===== src/rtl/async_fifo_wr_arbiter.sv =====
// Round-robin arbiter sharing one async-FIFO write port between NUM_REQ requesters.
// Define ASYNC_FIFO_ARB_BURST_LOCK_EN to hold a grant for up to MAX_BURST beats.
module async_fifo_wr_arbiter #(
    parameter int unsigned NUM_REQ    = 4,
    parameter int unsigned DATA_WIDTH = 8,
    parameter int unsigned MAX_BURST  = 4
) (
    input  logic                            wclk,
    input  logic                            wrst,
    input  logic [NUM_REQ-1:0]              req,
    input  logic [NUM_REQ*DATA_WIDTH-1:0]   req_data,
    input  logic                            wfull,
    output logic [NUM_REQ-1:0]              gnt,
    output logic                            winc,
    output logic [DATA_WIDTH-1:0]           wdata,
    output logic                            busy,
    output logic                            stall
);

    localparam int unsigned      IDX_W    = $clog2(NUM_REQ);
    localparam logic [IDX_W-1:0] LAST_RST = IDX_W'(NUM_REQ - 1);
    localparam logic             ST_IDLE  = 1'b0;
    localparam logic             ST_LOCK  = 1'b1;

    logic [IDX_W-1:0]      r_last;
    logic [IDX_W-1:0]      w_last_nxt;
    logic                  w_state;
    logic [IDX_W-1:0]      w_cand;
    logic [IDX_W-1:0]      w_scan_idx;
    logic                  w_scan_vld;
    logic [IDX_W-1:0]      w_win_idx;
    logic                  w_win_vld;
    logic                  w_grant_en;
    logic [DATA_WIDTH-1:0] w_data_arr [NUM_REQ];

    for (genvar g = 0; g < NUM_REQ; g++) begin : g_data
        assign w_data_arr[g] = req_data[g*DATA_WIDTH +: DATA_WIDTH];
    end

    // Nearest set request after r_last wins; scanning far-to-near lets the last hit take priority.
    always_comb begin
        w_cand     = '0;
        w_scan_idx = '0;
        w_scan_vld = 1'b0;
        for (int unsigned k = NUM_REQ; k >= 1; k--) begin
            w_cand = IDX_W'((32'(r_last) + k) % NUM_REQ);
            if (req[w_cand]) begin
                w_scan_vld = 1'b1;
                w_scan_idx = w_cand;
            end
        end
    end

    always_comb begin
        w_win_idx  = (w_state == ST_LOCK) ? r_last : w_scan_idx;
        w_win_vld  = (w_state == ST_LOCK) ? req[r_last] : w_scan_vld;
        w_grant_en = w_win_vld && !wfull && !wrst;
        gnt        = w_grant_en ? (NUM_REQ'(1) << w_win_idx) : '0;
        winc       = w_grant_en;
        wdata      = w_grant_en ? w_data_arr[w_win_idx] : '0;
        stall      = (|req) && wfull && !wrst;
        busy       = (w_state == ST_LOCK);
    end

`ifdef ASYNC_FIFO_ARB_BURST_LOCK_EN
    localparam int unsigned CNT_W = $clog2(MAX_BURST + 1);

    logic             r_state;
    logic             w_state_nxt;
    logic [CNT_W-1:0] r_cnt;
    logic [CNT_W-1:0] w_cnt_nxt;

    assign w_state = r_state;

    // A dropped request ends the lock even when the FIFO is also full; stalled cycles are not counted.
    always_comb begin
        w_state_nxt = r_state;
        w_cnt_nxt   = r_cnt;
        w_last_nxt  = r_last;
        case (r_state)
            ST_IDLE: begin
                if (winc) begin
                    w_last_nxt = w_win_idx;
                    if (MAX_BURST > 1) begin
                        w_state_nxt = ST_LOCK;
                        w_cnt_nxt   = CNT_W'(1);
                    end
                end
            end
            ST_LOCK: begin
                if (!req[r_last]) begin
                    w_state_nxt = ST_IDLE;
                    w_cnt_nxt   = '0;
                end else if (winc) begin
                    if ((32'(r_cnt) + 32'd1) == MAX_BURST) begin
                        w_state_nxt = ST_IDLE;
                        w_cnt_nxt   = '0;
                    end else begin
                        w_cnt_nxt = r_cnt + CNT_W'(1);
                    end
                end
            end
            default: begin
                w_state_nxt = ST_IDLE;
                w_cnt_nxt   = '0;
            end
        endcase
    end

    always_ff @(posedge wclk or posedge wrst) begin
        if (wrst) begin
            r_state <= ST_IDLE;
            r_cnt   <= '0;
            r_last  <= LAST_RST;
        end else begin
            r_state <= w_state_nxt;
            r_cnt   <= w_cnt_nxt;
            r_last  <= w_last_nxt;
        end
    end
`else
    assign w_state    = ST_IDLE;
    assign w_last_nxt = winc ? w_win_idx : r_last;

    always_ff @(posedge wclk or posedge wrst) begin
        if (wrst) begin
            r_last <= LAST_RST;
        end else begin
            r_last <= w_last_nxt;
        end
    end
`endif

endmodule


===== config.mk =====
export PLATFORM = sky130hd
export DESIGN_NAME = async_fifo_wr_arbiter
export DESIGN_NICKNAME = d
export VERILOG_FILES = /design/src/rtl/async_fifo_wr_arbiter.sv
export SDC_FILE = /design/constraint.sdc
export NUM_CORES = 1
export LEC_CHECK = 0
export BUFFER_PORTS_ARGS = -buffer_cell sky130_fd_sc_hd__buf_2
export CAP_MARGIN = 20
export CORE_UTILIZATION = 34
export DETAILED_ROUTE_END_ITERATION = 10
export PLACE_DENSITY = 0.78
export SYNTH_ARGS = -nofsm -noshare
export SYNTH_HDL_FRONTEND = slang
export SYNTH_SLANG_ARGS = --single-unit
export TNS_END_PERCENT = 100

===== constraint.sdc =====
create_clock -name wclk -period 1.9 [get_ports wclk]
set_input_delay 0.095 -clock wclk [delete_from_list [all_inputs] [get_ports wclk]]
set_output_delay 0.095 -clock wclk [all_outputs]
set_load 0.05 [all_outputs]

==> out/results.txt, run 1 <==
Largest net degree at the start of global routing - 10
Post-Syn Nets - 100
Final WL - 2350 um
Post-Syn Area - 522 um^2
CP Launch Type - flip-flop
Post-DRT Antenna Nets - 0
Wire length of the first global-routing pass - 2950 um
Row Count - 13
Cts bufs inserted - 3
Grt ovf - 0
Total leakage power - 0.000573 uW
Synth-to-Final Area Change - 121%
Relative slew slack - 65.4%
Setup CP Type - flip-flop to output port
Fmax achieved - 0.491 GHz
Max_cap viols - 0
RSZ-0062 raised after global routing - true
Commonest cells after routing, fill and taps aside - buf_2 (40), mux2i_1 (15), buf_6 (13)
Worst-path fanout max - 5
Die X-Extent - 41.2 um
Worst hold path class - input port to flip-flop
Setup-failing EPs final - 12
H-tree levels - 1
Clock Tree Root - clkbuf_4
Worst setup EP type - output port
# clock sinks - 2
Gr usage total - 27.0%
Routability Congestion - 0.730
Peak VDD IR - 0.528 mV
CTS tree - done
Worst Skew - 0.000666 ns
Hpwl dp - 1340 um
Worst Hold Slack - 0.187 ns
Largest regs - r_last x2
Fillers - 72
Number of flip-flops in the largest register - 2
DRT iter0 DRCs - 17
IO Pins - 54
Slew Limit Fails - 0
Distinct cells, synth - 24
Failing checks - setup timing
Tot Pwr - 839 uW
Via count - 806
Die area - 1700 um^2
Power density over the cells - 727 nW/um^2
Pre-antenna DRT Iters - 4
Worst-path clk slew - 0.03 ns
Final Util - 84.4%
Core footprint - 1370 um^2
Final min period - 2.04 ns
Avg WL per Cell - 16.4 um
Drc violations - 0
Post-Synthesis Cells - 61
Initial antenna violation count - 0
Layout cells sized above 1 - 75.8%
FF+latch count, synth - 2
CP required - 1.80 ns
Number of global-route vias before repair - 684
Antenna cell count - 0
YS warnings - 0
Arr. time, crit path - 1.94 ns
Actual slew at the worst max-slew pin - 0.518 ns
Initial Util - 38.2%
R2r setup slk - 0.28 ns
Nets - 169
Outcome - complete, but fails checks
Bufs on Longest Clock Path - 2
Final hold violations - 0
Syn_area_per_cell - 8.55 um^2
Top reg by flops - r_last
Die Y - 41.2 um
Vias/cell - 5.64
Setup ws final - -0.137 ns
Count of input and output buffers - 52
Fin crit share - 107%
Sequential area share after synthesis - 10.1%
Clk_lat worst skew - 0.23 ns
Most common cell after layout, fill and taps aside - buf_2
metal layers:
metal	wire length (um)	GRT usage (%)
met1	933	32.4
met2	1290	46.5
met4	36	14.5
met3	91	2.72
met5	0	0
layout make-up:
class | count | area (um^2) | area share [%]
clock buffers | 3 | 22.5 | 1.95
inverters | 4 | 18.8 | 1.63
multi-input cells | 54 | 577 | 50.0
flip-flops and latches | 2 | 52.6 | 4.56
well taps | 15 | 18.8 | 1.63
repair buffers | 65 | 464 | 40.2
path summary, 6_finish.rpt:
kind	start	end	cells past startpoint
max in group asynchronous	wrst	r_last[1]	3
setup reg to reg	r_last[1]	r_last[1]	8
hold reg to reg	r_last[0]	r_last[0]	4
min in group asynchronous	wrst	r_last[0]	3
hold / removal	wfull	r_last[1]	4
setup / recovery	r_last[1]	wdata[0]	8
logic make-up (layout without fill, tap and decap cells):
group | count (synthesis) | in the layout | synth area share [%]
flops | 2 | 2 | 10.1
simple gates | 17 | 17 | 18.2
compound gates | 16 | 19 | 27.3
other cells | 1 | 1 | 0.719
buf+inv | 8 | 72 | 11.0
mux | 17 | 17 | 32.6
report_power, final:
| group | leakage [uW] | internal, uW | switching [uW] |
|---|---|---|---|
| combinational | 0.000538 | 309 | 360 |
| sequential | 0.0000210 | 60.3 | 11.2 |
| clock | 0.0000138 | 70.0 | 28.3 |
| total | 0.000573 | 439 | 399 |
timing repair:
item	4_1_cts	5_1_grt
hold endpoints to repair	2	0
resized for setup	32	7
pin swaps	8	2
setup buffers	6	3
setup endpoints to repair	12	12
gates cloned	3	0
hold buffers	1	0
per-stage QoR:
| step | cell area [um^2] | worst slack, ns | std cells | TNS [ns] |
|---|---|---|---|---|
| 5_1_grt | 1150 | -0.196 | 143 | -1.94 |
| 3_3_place_gp | 832 | -0.0453 | 127 | -0.285 |
| 4_1_cts | 1100 | -0.105 | 140 | -0.749 |
| 2_1_floorplan | 572 | -0.367 | 61 | -0.734 |
| 6_report | 1150 | -0.137 | 143 | -1.38 |
| 3_5_place_dp | 832 | -0.101 | 127 | -0.680 |
worst max-delay path, cell delays in order (launching register included):
cell      delay (ns)
dfstp_2         0.56
buf_6           0.12
nand2_4         0.05
a31oi_4         0.20
buf_12          0.15
o211ai_4        0.11
mux2i_1         0.16
o22ai_2         0.18
buf_6           0.19
cells in the mapped netlist:
cell type  number  share of area (%)
buf_6           3                6.5
and3_1          2                2.4
nor2_1          1               0.72
clkinv_2        1               0.96
nand2_2         4                4.8
inv_1           3                2.2
o221a_2         1                2.2
nor3_1          2                1.9
a31oi_4         1                4.1
nor2b_2         1                1.7
a21oi_1         1               0.96
conb_1          1               0.72
nand3b_1        1                1.4
nor2_2          1                1.2
o221ai_2        1                2.9
buf_4           1                1.4
o21ai_1         2                1.9
mux2i_1        17                 33
a21oi_2         1                1.7
nand2_1         4                2.9
and2_1          1                1.2
o211ai_4        1                4.1
o22ai_1         8                9.6
dfstp_2         2                 10
No activity file was read; power rests on OpenSTA's default activity.
==> run 2: changes to the inputs <==
Settings changed: SETUP_SLACK_MARGIN set to 0.5.
==> run 2 against run 1 <==
The run still ends with setup timing left; global-route usage shrank 3.5 points; cell count down 6.3%; first-iteration DRC count shrank 59%; cell area rose by 2.2%; largest power group unchanged; highest routed layer unchanged.
==> out/results.txt, run 2 (same netlist as run 1, synthesis figures left out) <==
H-tree levels - 1
R2r setup slk - 0.29 ns
R2R Path Start - r_last[1]
Met3 usage - 2.17%
Grt ovf - 0
RSZ-0062 raised after global routing - true
Pre-antenna DRT Iters - 3
Power density over the cells - 727 nW/um^2
Initial antenna violation count - 0
Gr busiest metal - met2
IO Pins - 54
Worst reg-to-reg path cell count - 5
Hpwl dp - 1380 um
Largest net degree at the start of global routing - 22
FF-to-FF End - r_last[0]
Post-DRT Antenna Nets - 0
Worst setup EP type - output port
GR Layer Usage met1 - 25.8%
Die Y - 41.2 um
Failing checks - setup timing
Largest regs - r_last x2
GR Util met2 - 44.9%
Most common cell after layout, fill and taps aside - buf_2
Peak VDD IR - 0.439 mV
Bufs on Longest Clock Path - 2
Number of flip-flops in the largest register - 2
Worst hold path class - input port to flip-flop
Sum of negative setup slack - -1.13 ns
DRT iter0 DRCs - 7
Vias/cell - 5.28
Tot Pwr - 857 uW
CP required - 1.80 ns
Total leakage power - 0.000502 uW
Avg WL per Cell - 15.4 um
Worst-path fanout max - 9
Routability Congestion - 0.884
Final min period - 2.04 ns
Number of global-route vias before repair - 605
Family with the most delay on the worst path - flip-flops
# clock sinks - 2
Hold path depth - 4
Gr usage total - 23.5%
Hold Path Sink - r_last[1]
Critical path, cell by cell - nand2_2 > a31oi_4 > o211ai_4 > clkbuf_16 > mux2i_2 > o22ai_4 > buf_4
Count of input and output buffers - 52
Max_cap viols - 0
Die area - 1700 um^2
Final Util - 86.3%
Drc violations - 0
Via count - 707
CTS tree - done
Setup-failing EPs final - 10
Slew Limit Fails - 0
Die X-Extent - 41.2 um
Cts bufs inserted - 3
Worst-path clk slew - 0.04 ns
Outcome - complete, but fails checks
Worst Skew - 0.00678 ns
Top reg by flops - r_last
Placed inst area - 965 um^2
Setup ws final - -0.145 ns
CP max stage delay - 0.59 ns
Worst Hold Slack - 0.303 ns
Clk_lat worst skew - 0.24 ns
Hold wc startpoint - wfull
Core footprint - 1370 um^2
CP Launch Type - flip-flop
Non-Filler Cell Area, Final - 1180 um^2
Synth-to-Final Area Change - 126%
Row Count - 13
Buf+Inv Stages, Crit Path - 2
Fin crit share - 108%
Layout cells sized above 1 - 87.4%
Fmax achieved - 0.489 GHz
Setup CP Type - flip-flop to output port
Final hold violations - 0
Commonest cells after routing, fill and taps aside - buf_2 (40), mux2i_2 (15), o22ai_4 (8), buf_4 (8), buf_6 (6)
Final WL - 2060 um
Fillers - 73
Arr. time, crit path - 1.95 ns
Antenna cell count - 0
Crit-path slowest cell - dfstp_2
Clock Tree Root - clkbuf_4
Initial Util - 38.2%
Wire length of the first global-routing pass - 2570 um
Nets - 160
run 2: layout make-up:
cell class / count / area (um^2) / share of cell area, %
inverter: 4 / 17.5 / 1.49
tap: 15 / 18.8 / 1.59
sequential: 2 / 52.6 / 4.46
clock buffer: 3 / 22.5 / 1.91
multi-input combinational: 52 / 669 / 56.8
timing repair buffer: 58 / 398 / 33.8
run 2: what timing repair did:
action | CTS | global route
resized for setup | 33 | 5
gates cloned | 1 | 1
hold buffers | 1 | 0
endpoints found under the hold margin | 2 | 0
pin swaps | 1 | 0
setup buffers | 1 | 1
endpoints found under the setup margin | 13 | 15
run 2: routing by layer:
metal | part of all wire (%) | routed length (um)
met2 | 59 | 1220
met1 | 37 | 759
met5 | 0 | 0
met4 | 0.15 | 3
met3 | 3.7 | 77
run 2: stage by stage:
step	setup WS, ns	instances
after floorplan	0.164	61
after detailed placement	0.0299	126
after CTS	-0.153	132
final	-0.145	134
after global routing	-0.229	134
after global placement	0.0877	126
run 2: worst register-to-register path: stages (launching register included):
cell and delay, ns:
dfstp_2 0.59, mux2i_2 0.28, o221ai_2 0.23, nand2_2 0.23, buf_4 0.15, o21ai_1 0.05
run 2: how the worst max path moves through the flow:
| stage | start | to | slack (ns) | depth (start not counted) |
|---|---|---|---|---|
| 2_1_floorplan | r_last[1] | wdata[0] | 0.16 | 7 |
| 3_3_place_gp | r_last[1] | wdata[0] | 0.09 | 7 |
| 3_5_place_dp | r_last[1] | wdata[1] | 0.03 | 6 |
| 4_1_cts | r_last[1] | wdata[3] | -0.15 | 6 |
| 5_1_grt | r_last[1] | wdata[2] | -0.23 | 6 |
| 6_report | r_last[1] | wdata[5] | -0.14 | 7 |
run 2: where the power goes:
group / switching, uW / internal, uW
registers: 18.2 / 60.6
logic: 363 / 312
clock network: 32.6 / 70.4
total: 414 / 443
